<file path="src/rtl/gpio_cfg_serial_loader_if.sv">
// Bus between the housekeeping config source and the GPIO serial chain loader.
// The master side requests a load and supplies config words; the slave side drives the chain.
interface gpio_cfg_serial_loader_if #(
    parameter int unsigned NUM_PADS = 38,
    parameter int unsigned CFG_BITS = 13
);
    localparam int unsigned IDX_W = (NUM_PADS > 1) ? $clog2(NUM_PADS) : 1;

    logic                xfer_start;
    logic [IDX_W-1:0]    cfg_idx;
    logic [CFG_BITS-1:0] cfg_word;
    logic                busy;
    logic                done;
    logic                serial_clock;
    logic                serial_data;
    logic                serial_load;
    logic                serial_resetn;

    modport master (
        output xfer_start,
        output cfg_word,
        input  cfg_idx,
        input  busy,
        input  done,
        input  serial_clock,
        input  serial_data,
        input  serial_load,
        input  serial_resetn
    );

    modport slave (
        input  xfer_start,
        input  cfg_word,
        output cfg_idx,
        output busy,
        output done,
        output serial_clock,
        output serial_data,
        output serial_load,
        output serial_resetn
    );
endinterface

</file>
<file path="src/rtl/gpio_cfg_serial_loader.sv">
// Serialises one config word per pad (pad NUM_PADS-1 first, MSB first) into the GPIO
// control-block chain, then strobes serial_load so all pads latch together.
module gpio_cfg_serial_loader #(
    parameter int unsigned NUM_PADS = 38,
    parameter int unsigned CFG_BITS = 13,
    parameter int unsigned CLK_DIV  = 4
) (
    input  logic                     wb_clk_i,
    input  logic                     wb_rst_i,
    gpio_cfg_serial_loader_if.slave  bus
);

    localparam int unsigned IDX_W = (NUM_PADS > 1) ? $clog2(NUM_PADS) : 1;
    localparam int unsigned PH_W  = $clog2(CLK_DIV + 1);
    localparam int unsigned BIT_W = $clog2(CFG_BITS + 1);

    localparam logic [IDX_W-1:0] LAST_PAD = IDX_W'(NUM_PADS - 1);
    localparam logic [PH_W-1:0]  PH_LAST  = PH_W'(CLK_DIV - 1);
    localparam logic [BIT_W-1:0] BIT_LAST = BIT_W'(CFG_BITS - 1);

    typedef enum logic [2:0] {
        IDLE,
        FETCH,
        SHIFT_LO,
        SHIFT_HI,
        LOAD,
        DONE
    } state_t;

    state_t              state;
    logic [CFG_BITS-1:0] shreg;
    logic [CFG_BITS-1:0] shreg_shl;
    logic [PH_W-1:0]     ph_cnt;
    logic [BIT_W-1:0]    bit_cnt;

    assign shreg_shl = shreg << 1;

    // Single registered FSM: outputs change on the same edge as the state they belong to.
    always_ff @(posedge wb_clk_i or posedge wb_rst_i) begin
        if (wb_rst_i) begin
            state             <= IDLE;
            shreg             <= '0;
            ph_cnt            <= '0;
            bit_cnt           <= '0;
            bus.cfg_idx       <= LAST_PAD;
            bus.busy          <= 1'b0;
            bus.done          <= 1'b0;
            bus.serial_clock  <= 1'b0;
            bus.serial_data   <= 1'b0;
            bus.serial_load   <= 1'b0;
            bus.serial_resetn <= 1'b0;
        end else begin
            bus.serial_resetn <= 1'b1;
            bus.done          <= 1'b0;
            case (state)
                IDLE: begin
                    if (bus.xfer_start) begin
                        bus.busy <= 1'b1;
                        state    <= FETCH;
                    end
                end
                FETCH: begin
                    shreg            <= bus.cfg_word;
                    bit_cnt          <= '0;
                    ph_cnt           <= '0;
                    bus.serial_clock <= 1'b0;
                    bus.serial_data  <= bus.cfg_word[CFG_BITS-1];
                    state            <= SHIFT_LO;
                end
                SHIFT_LO: begin
                    if (ph_cnt == PH_LAST) begin
                        ph_cnt           <= '0;
                        bus.serial_clock <= 1'b1;
                        state            <= SHIFT_HI;
                    end else begin
                        ph_cnt <= ph_cnt + PH_W'(1);
                    end
                end
                SHIFT_HI: begin
                    if (ph_cnt == PH_LAST) begin
                        ph_cnt           <= '0;
                        bus.serial_clock <= 1'b0;
                        // bit_cnt holds bits already completed before this one
                        if (bit_cnt < BIT_LAST) begin
                            bit_cnt         <= bit_cnt + BIT_W'(1);
                            shreg           <= shreg_shl;
                            bus.serial_data <= shreg_shl[CFG_BITS-1];
                            state           <= SHIFT_LO;
                        end else if (bus.cfg_idx != '0) begin
                            bus.cfg_idx <= bus.cfg_idx - IDX_W'(1);
                            state       <= FETCH;
                        end else begin
                            bus.serial_load <= 1'b1;
                            bus.serial_data <= 1'b0;
                            state           <= LOAD;
                        end
                    end else begin
                        ph_cnt <= ph_cnt + PH_W'(1);
                    end
                end
                LOAD: begin
                    if (ph_cnt == PH_LAST) begin
                        ph_cnt          <= '0;
                        bus.serial_load <= 1'b0;
                        bus.done        <= 1'b1;
                        bus.busy        <= 1'b0;
                        bus.cfg_idx     <= LAST_PAD;
                        state           <= DONE;
                    end else begin
                        ph_cnt <= ph_cnt + PH_W'(1);
                    end
                end
                DONE: begin
                    state <= IDLE;
                end
                default: begin
                    state <= IDLE;
                end
            endcase
        end
    end

endmodule

</file>
<file path="src/flat_wrapper.sv">
// flat-port wrapper written by rule: the top's interface ports become plain ports
module gpio_cfg_serial_loader_flat 
#(
    parameter int unsigned NUM_PADS = 38,
    parameter int unsigned CFG_BITS = 13,
    parameter int unsigned CLK_DIV  = 4
)
  (wb_clk_i, wb_rst_i, bus_xfer_start, bus_cfg_word, bus_cfg_idx, bus_busy, bus_done, bus_serial_clock, bus_serial_data, bus_serial_load, bus_serial_resetn);
  gpio_cfg_serial_loader_if #(.NUM_PADS(NUM_PADS), .CFG_BITS(CFG_BITS)) bus_i ();
  input  logic wb_clk_i;
  input  logic wb_rst_i;
  input wire logic [$bits(bus_i.xfer_start)-1:0] bus_xfer_start;
  input wire logic [$bits(bus_i.cfg_word)-1:0] bus_cfg_word;
  output wire logic [$bits(bus_i.cfg_idx)-1:0] bus_cfg_idx;
  output wire logic [$bits(bus_i.busy)-1:0] bus_busy;
  output wire logic [$bits(bus_i.done)-1:0] bus_done;
  output wire logic [$bits(bus_i.serial_clock)-1:0] bus_serial_clock;
  output wire logic [$bits(bus_i.serial_data)-1:0] bus_serial_data;
  output wire logic [$bits(bus_i.serial_load)-1:0] bus_serial_load;
  output wire logic [$bits(bus_i.serial_resetn)-1:0] bus_serial_resetn;
  assign bus_i.xfer_start = bus_xfer_start;
  assign bus_i.cfg_word = bus_cfg_word;
  assign bus_cfg_idx = bus_i.cfg_idx;
  assign bus_busy = bus_i.busy;
  assign bus_done = bus_i.done;
  assign bus_serial_clock = bus_i.serial_clock;
  assign bus_serial_data = bus_i.serial_data;
  assign bus_serial_load = bus_i.serial_load;
  assign bus_serial_resetn = bus_i.serial_resetn;
  gpio_cfg_serial_loader #(.NUM_PADS(NUM_PADS), .CFG_BITS(CFG_BITS), .CLK_DIV(CLK_DIV)) u_core (.wb_clk_i(wb_clk_i), .wb_rst_i(wb_rst_i), .bus(bus_i));
endmodule
</file>
<file path="config.mk">
export PLATFORM = sky130hd
export DESIGN_NAME = gpio_cfg_serial_loader_flat
export DESIGN_NICKNAME = d
export VERILOG_FILES = /design/src/rtl/gpio_cfg_serial_loader_if.sv /design/src/rtl/gpio_cfg_serial_loader.sv /design/src/flat_wrapper.sv
export SDC_FILE = /design/constraint.sdc
export NUM_CORES = 1
export LEC_CHECK = 0
export CORE_MARGIN = 4
export CORE_UTILIZATION = 57
export DETAILED_ROUTE_END_ITERATION = 8
export PLACE_DENSITY = 0.85
export SYNTH_ARGS = -nofsm -noshare
export SYNTH_HDL_FRONTEND = slang
export SYNTH_SLANG_ARGS = --single-unit
</file>
<file path="constraint.sdc">
create_clock -name wb_clk_i -period 2.5 [get_ports wb_clk_i]
set_input_delay 0.375 -clock wb_clk_i [delete_from_list [all_inputs] [get_ports wb_clk_i]]
set_output_delay 0.375 -clock wb_clk_i [all_outputs]
set_load 0.1 [all_outputs]
</file>
==> results.md, run 1 <==
- IO Pins: 28
- CTS tree: built
- Fin worst setup slack: about 500 ps
- Crit Path Class: reg -> reg
- Detail Route Antenna Nets: 0
- Req. time, crit path: approximately 2700 ps
- Placed Instances: 249
- Post-synth ARST share: 100%
- DR iter-0 viols: roughly 130
- Fin crit share: 80.0%
- Met3 global-route usage: about 7%
- HP Class: in -> async
- Die X: 64.2 µm
- Port Buffers: 27
- Sw frac: between 20% and 30%
- Worst-path clk slew: approximately 110 ps
- Min Hold Slack: approximately 390 ps
- Setup TNS: 0 ps
- Worst-path maximum fanout: 15
- Vias/cell: 6.01
- # diodes: 0
- R2R Path End: u_core.shreg[1]
- # fillers: between 200 and 250
- M1 GR Usage: between 20% and 30%
- RSZ-0062 raised after global routing: no
- Vias after detailed routing: 1544
- Power consumption: about 1.0 mW
- Max-cap violations: 0
- Yosys top cell area share: between 40% and 50%
- Max Clk Rate: between 400 and 500 MHz
- Core Util, Final: roughly 70%
- H-tree levels: 2
- Status: finished clean
- Clock buffer depth: 2
- Core area: between 3000 and 4000 µm²
- Post-synth EDFFs: 0
- Gpl congestion: roughly 0.84
- Crit. End Element: register
- Clk_lat worst skew: 350 ps
- Post-synthesis cell count: approximately 180
- Initial Util: approximately three fifths
- Worst slew margin: between 50% and 60%
- VDD IR max: roughly 320 µV
- Fin cells: ~260
- Net count, final: ~230
- CP Launch Type: register
- Die height: 64.2 µm
- Yosys top cell by area: dfrtp_1
- Routed WL per cell: 16.5 µm
- Row cnt: 20
- Final hold violations: 0
- Yosys reg bits: 34
- CTS sink count: 34
- Layout area overhead: 20.0%
- DP Area: 2080 µm²
- Worst-margin pin slew: ~610 ps
- Syn Area/Cell: ~9.8 µm²
- FF-to-FF path depth: 5
- Layout cells sized above 1: between 10% and 20%
- P per Cell Area: between 400 and 500 nW/µm²
- Top FF cell, synth: dfrtp_1
- Leak: between 0.9 and 1 nW
- Fin area: around 2200 µm²
- First-pass GRT wire length: between 7000 and 8000 µm
- CP max stage cell: a21boi_2
- Mapped Area: between 1500 and 2000 µm²
- Data arrival, critical path: between 2000 and 2500 ps
- Final wirelength: 4230 µm
- Net Switching: around 0.23 mW
- Post-synthesis cell type count: between 40 and 50
- Logic pwr share: 6.2%
- GRT overflow: 0
- Post-CTS sizing: 0
- Crit-path max cell delay: around 440 ps
- Full die area: around 4000 µm²
- Clock Skews: between 9 and 10 ps
- TritonRoute pass-1 iters: 4
- Num CTS Buffers: 5
- Setup violations, final: 0
- Register area share after synthesis: 47.5%
- Commonest non-fill, non-tap cells in the layout: 33 x o21ai_0, 31 x dfrtp_1, 16 x mux2i_1, 16 x buf_4, 15 x clkdlybuf4s50_1
- Total setup buffers inserted after CTS: 0
- Initial antenna violation count: 0
- Grt met2 use: about two fifths
- Slew Viols, Final: 0
- Seq pwr share: between 50% and 60%
- Post-Syn Nets: roughly 200
- # hold bufs at CTS: 0
- Cell Chain, Critical Path: ha_1 -> nor2b_1 -> a21boi_2 -> nand2b_1 -> o21ai_0
- Crit Reg-Reg Startpoint: u_core.ph_cnt[0]
- Residual DRC count: 0
- Minimum clock period: 2000 ps
- Warnings, synthesis: 0
- R2R setup slack: approximately 500 ps
- Total GRT Usage: between 20% and 30%
- Internal Power: around 0.8 mW
- Global-route layer with the greatest usage: met2
- Most area-consuming cells after synthesis: dfrtp_1 43%, o21ai_0 9.2%, mux2i_1 8.9%
- Commonest non-fill, non-tap cell in the layout: o21ai_0
- Pre-CTS worst setup slack: approximately 500 ps
- Root buf cell: clkbuf_4
- Number of global-route vias before repair: between 1500 and 2000
- Largest net degree at the start of global routing: 17
- HPWL after detailed placement: 3040 µm
- Clock share of power: 39.3%
Yosys cell counts, types with 2 or more instances:
master	count
o21ai_0	33
dfrtp_1	31
mux2i_1	16
nand2_1	13
nor2_1	7
a21oi_1	6
clkbuf_1	6
inv_1	6
nand2b_1	6
nand3_1	6
nor2b_1	6
and2_1	4
ha_1	4
dfstp_2	3
nor3_1	3
nor4_1	3
a211oi_2	2
a31oi_1	2
a32o_1	2
and3b_1	2
buf_2	2
worst max path at each step:
| stage | start | endpoint | depth (start not counted) |
|---|---|---|---|
| 2_1_floorplan | u_core.bus.cfg_idx[1] | u_core.bus.cfg_idx[2] | 6 |
| 3_3_place_gp | u_core.ph_cnt[0] | u_core.shreg[4] | 5 |
| 3_5_place_dp | u_core.ph_cnt[0] | u_core.shreg[9] | 5 |
| 4_1_cts | u_core.ph_cnt[0] | u_core.shreg[9] | 5 |
| 5_1_grt | u_core.ph_cnt[0] | u_core.shreg[1] | 5 |
| 6_report | u_core.ph_cnt[0] | u_core.shreg[1] | 5 |
power groups by stage:
| stage | registers, mW | clock network [mW] | logic [mW] |
|---|---|---|---|
| final | 0.560 | 0.404 | 0.0632 |
| after global routing | 0.561 | 0.437 | 0.0694 |
| after CTS | 0.560 | 0.410 | 0.0641 |
| after detailed placement | 0.570 | 0 | 0.0636 |
| after global placement | 0.570 | 0 | 0.0616 |
| after floorplan | 0.581 | 0 | 0.0173 |
state kept, by name (all words and copies together) (netlist names):
| signal | cells |
|---|---|
| u_core.bus.serial_load | 1 |
| u_core.bus.serial_resetn | 1 |
| u_core.shreg | 12 |
| u_core.bus.busy | 1 |
| u_core.bus.done | 1 |
| u_core.state | 3 |
| u_core.bit_cnt | 4 |
| u_core.bus.cfg_idx | 6 |
| u_core.ph_cnt | 3 |
| u_core.bus.serial_clock | 1 |
| u_core.bus.serial_data | 1 |
metal layers:
layer  vias up  wire length (µm)
met4         0                91
met3        11               267
met5         -                 0
li1        721                 -
met1       746              1760
met2        66              2110
kinds of logic after synthesis:
| group | after synthesis | share of synthesized area [%] |
|---|---|---|
| simple gates | 57 | 17.2 |
| fa+ha+maj | 4 | 2.78 |
| other cells | 1 | 0.209 |
| compound gates | 55 | 19.1 |
| flops | 34 | 47.5 |
| mux | 17 | 9.53 |
| buf+inv | 15 | 3.69 |
layout make-up:
type	count	area (µm²)	area share (%)
well taps	44	55.1	2.55
clock buffers	6	41.3	1.91
clock inverters	2	37.5	1.74
repair buffers	31	270	12.5
flip-flops and latches	34	855	39.6
multi-input cells	134	877	40.6
inverters	6	22.5	1.04
critical path: cells and delay by family (launching register included):
kind	cells	cell delay, ps
flops	1	430
simple gates	2	600
compound gates	2	610
fa+ha+maj	1	230
No activity file was read; power rests on OpenSTA's default activity.
==> run 2: changes to the inputs <==
--- a/config.mk
+++ b/config.mk
@@ -6,9 +6,9 @@
 export NUM_CORES = 1
 export LEC_CHECK = 0
 export CORE_MARGIN = 4
-export CORE_UTILIZATION = 57
+export CORE_UTILIZATION = 48
 export DETAILED_ROUTE_END_ITERATION = 8
-export PLACE_DENSITY = 0.85
+export PLACE_DENSITY = 0.76
 export SYNTH_ARGS = -nofsm -noshare
 export SYNTH_HDL_FRONTEND = slang
 export SYNTH_SLANG_ARGS = --single-unit
==> constraint.sdc (replaced) <==
create_clock -name wb_clk_i -period 1.8 [get_ports wb_clk_i]
set_input_delay 0.27 -clock wb_clk_i [delete_from_list [all_inputs] [get_ports wb_clk_i]]
set_output_delay 0.27 -clock wb_clk_i [all_outputs]
set_load 0.1 [all_outputs]
==> results.md, run 2 (same netlist as run 1, synthesis figures left out) <==
- Core Util, Final: 69.0% (-2.3 points)
- Layout cells sized above 1: 22.5% (+6.6 points)
- Final wirelength: 4190 µm (-1.0%)
- Core area: 3470 µm² (+15%)
- Slew Viols, Final: 0 (unchanged)
- # fillers: 301 (+36%)
- Die X: 69.2 µm (+7.8%)
- Max Clk Rate: 591 MHz (+18%)
- Total setup buffers inserted after CTS: 0 (unchanged)
- Commonest non-fill, non-tap cell in the layout: o21ai_0
- Initial antenna violation count: 0 (unchanged)
- Net count, final: 241 (+3.9%)
- RSZ-0062 raised after global routing: no
- Commonest non-fill, non-tap cells in the layout: 33 x o21ai_0, 28 x dfrtp_1, 16 x mux2i_1, 16 x buf_4, 15 x clkdlybuf4s50_1
- CTS sink count: 34 (unchanged)
- Row cnt: 21 (+5.0%)
- Clock Skews: 3.59 ps (-5.58 ps)
- Worst-path maximum fanout: 6 (-9)
- Crit. End Element: register
- Vias/cell: 5.63 (-6.2%)
- Root buf cell: clkbuf_8
- Met3 global-route usage: 3.77% (-3.3 points)
- Die height: 69.2 µm (+7.8%)
- Data arrival, critical path: 1900 ps (-320 ps)
- Detail Route Antenna Nets: 0 (unchanged)
- Max FFs per register: 12 (unchanged)
- Internal Power: 1.13 mW (+41%)
- Total GRT Usage: 19.1% (-4.2 points)
- Clk_lat worst skew: 280 ps (-70 ps)
- Full die area: 4790 µm² (+16%)
- Minimum clock period: 1690 ps (-307 ps)
- Top flop regs: u_core.shreg x12, u_core.bus.cfg_idx x6, u_core.bit_cnt x4
- CTS tree: built
- Fin cells: 268 (+4.3%)
- GRT overflow: 0 (unchanged)
- Vias after detailed routing: 1510 (-2.2%)
- R2R setup slack: 110 ps (-390 ps)
- Clock share of power: 40.2% (+0.9 points)
- Sw frac: 22.3% (about the same)
- Num CTS Buffers: 5 (unchanged)
- Status: finished clean
- Req. time, crit path: 2010 ps (-710 ps)
- Crit Path Class: reg -> reg
- M1 GR Usage: 23.4% (-4.2 points)
- Layout area overhead: 33.1%
- Port Buffers: 27 (unchanged)
- Net Switching: 0.323 mW (+41%)
- Final hold violations: 0 (unchanged)
- Largest net degree at the start of global routing: 35 (+18)
- Global-route layer with the greatest usage: met2
- HP Class: in -> async
- Placed Instances: 260 (+4.4%)
- TritonRoute pass-1 iters: 4 (unchanged)
- First-pass GRT wire length: 7410 µm (unchanged)
- Grt met2 use: 32.8% (-5.7 points)
- Clock buffer depth: 2 (unchanged)
- Seq pwr share: 53.7% (-0.8 points)
- H-tree levels: 2 (unchanged)
- R2R Path End: u_core.bus.cfg_idx[2]
- Worst-path clk slew: 70 ps (-40 ps)
- Fin crit share: 94.1% (+14 points)
- P per Cell Area: 605 nW/µm² (+27%)
- Residual DRC count: 0 (unchanged)
- IO Pins: 28 (unchanged)
- Logic pwr share: 6.2% (about the same)
- Number of global-route vias before repair: 1602 (-1.4%)
- Routed WL per cell: 15.6 µm (-5.1%)
- Gpl congestion: 0.818 (-2.5%)
- Max-cap violations: 0 (unchanged)
- DR iter-0 viols: 155 (+23%)
- Crit Reg-Reg Startpoint: u_core.bus.cfg_idx[3]
- Setup violations, final: 0 (unchanged)
- # diodes: 0 (unchanged)
- VDD IR max: 395 µV (+22%)
- Setup TNS: 0 ps (unchanged)
- CP Launch Type: register
- HPWL after detailed placement: 3140 µm (+3.3%)
- Initial Util: 51.8% (-7.5 points)
- FF-to-FF path depth: 4 (-1)
- Most flops, register: u_core.shreg
- Leak: 1.05 nW (+9.6%)
[run 2: power by group through the flow]
| stage | logic (mW) | clock network (mW) | registers, mW |
|---|---|---|---|
| final | 0.0896 | 0.582 | 0.777 |
| after global routing | 0.0970 | 0.624 | 0.778 |
| after global placement | 0.0886 | 0 | 0.791 |
| after floorplan | 0.0241 | 0 | 0.807 |
| after detailed placement | 0.0916 | 0 | 0.792 |
| after CTS | 0.0915 | 0.586 | 0.777 |
[run 2: cell type report]
class,count,area [µm²],area share [%]
Clock inverter,1,5.00,0.209
Timing Repair Buffer,40,450,18.8
Clock buffer,7,86.3,3.61
Multi-Input combinational cell,134,903,37.8
Inverter,6,25.0,1.05
Sequential cell,34,865,36.1
Tap cell,46,57.6,2.41
[run 2: worst max-delay path, stage by stage (launching register included)]
cell	delay [ps]
dfrtp_2	450
or3_1	420
o21ai_1	330
a221oi_2	130
mux2_4	290
[run 2: per-stage QoR]
step	total power, mW	worst slack (ps)	cell area (µm²)	hold slack, ps
after floorplan	0.831	-18.7	1830	403
after global placement	0.880	138	2300	464
after detailed placement	0.883	117	2300	470
after CTS	1.45	97.4	2390	342
after global routing	1.50	11.7	2390	346
final	1.45	107	2390	328
[run 2: worst max-delay path by stage]
stage               cells past startpoint             startpoint  slack (ps)                     to
global placement                        6  u_core.bus.cfg_idx[0]         140  u_core.bus.cfg_idx[2]
CTS                                     6       u_core.ph_cnt[0]         100        u_core.shreg[9]
finish                                  4  u_core.bus.cfg_idx[3]         110  u_core.bus.cfg_idx[2]
detailed placement                      6  u_core.bus.cfg_idx[0]         120  u_core.bus.cfg_idx[2]
floorplan                               6  u_core.bus.cfg_idx[0]         -20  u_core.bus.cfg_idx[2]
global route                            6  u_core.bus.cfg_idx[0]          10  u_core.bus.cfg_idx[2]
[run 2: what timing repair did]
item	CTS	global route
setup endpoints to repair	0	5
endpoints found under the hold margin	0	0
gates resized for setup	0	1
hold buffers	0	0
[run 2: metal layers]
layer	vias up	part of all wire, %
met5	-	0
met4	0	1.2
met3	6	2.9
met2	23	51
met1	748	45
li1	733	-
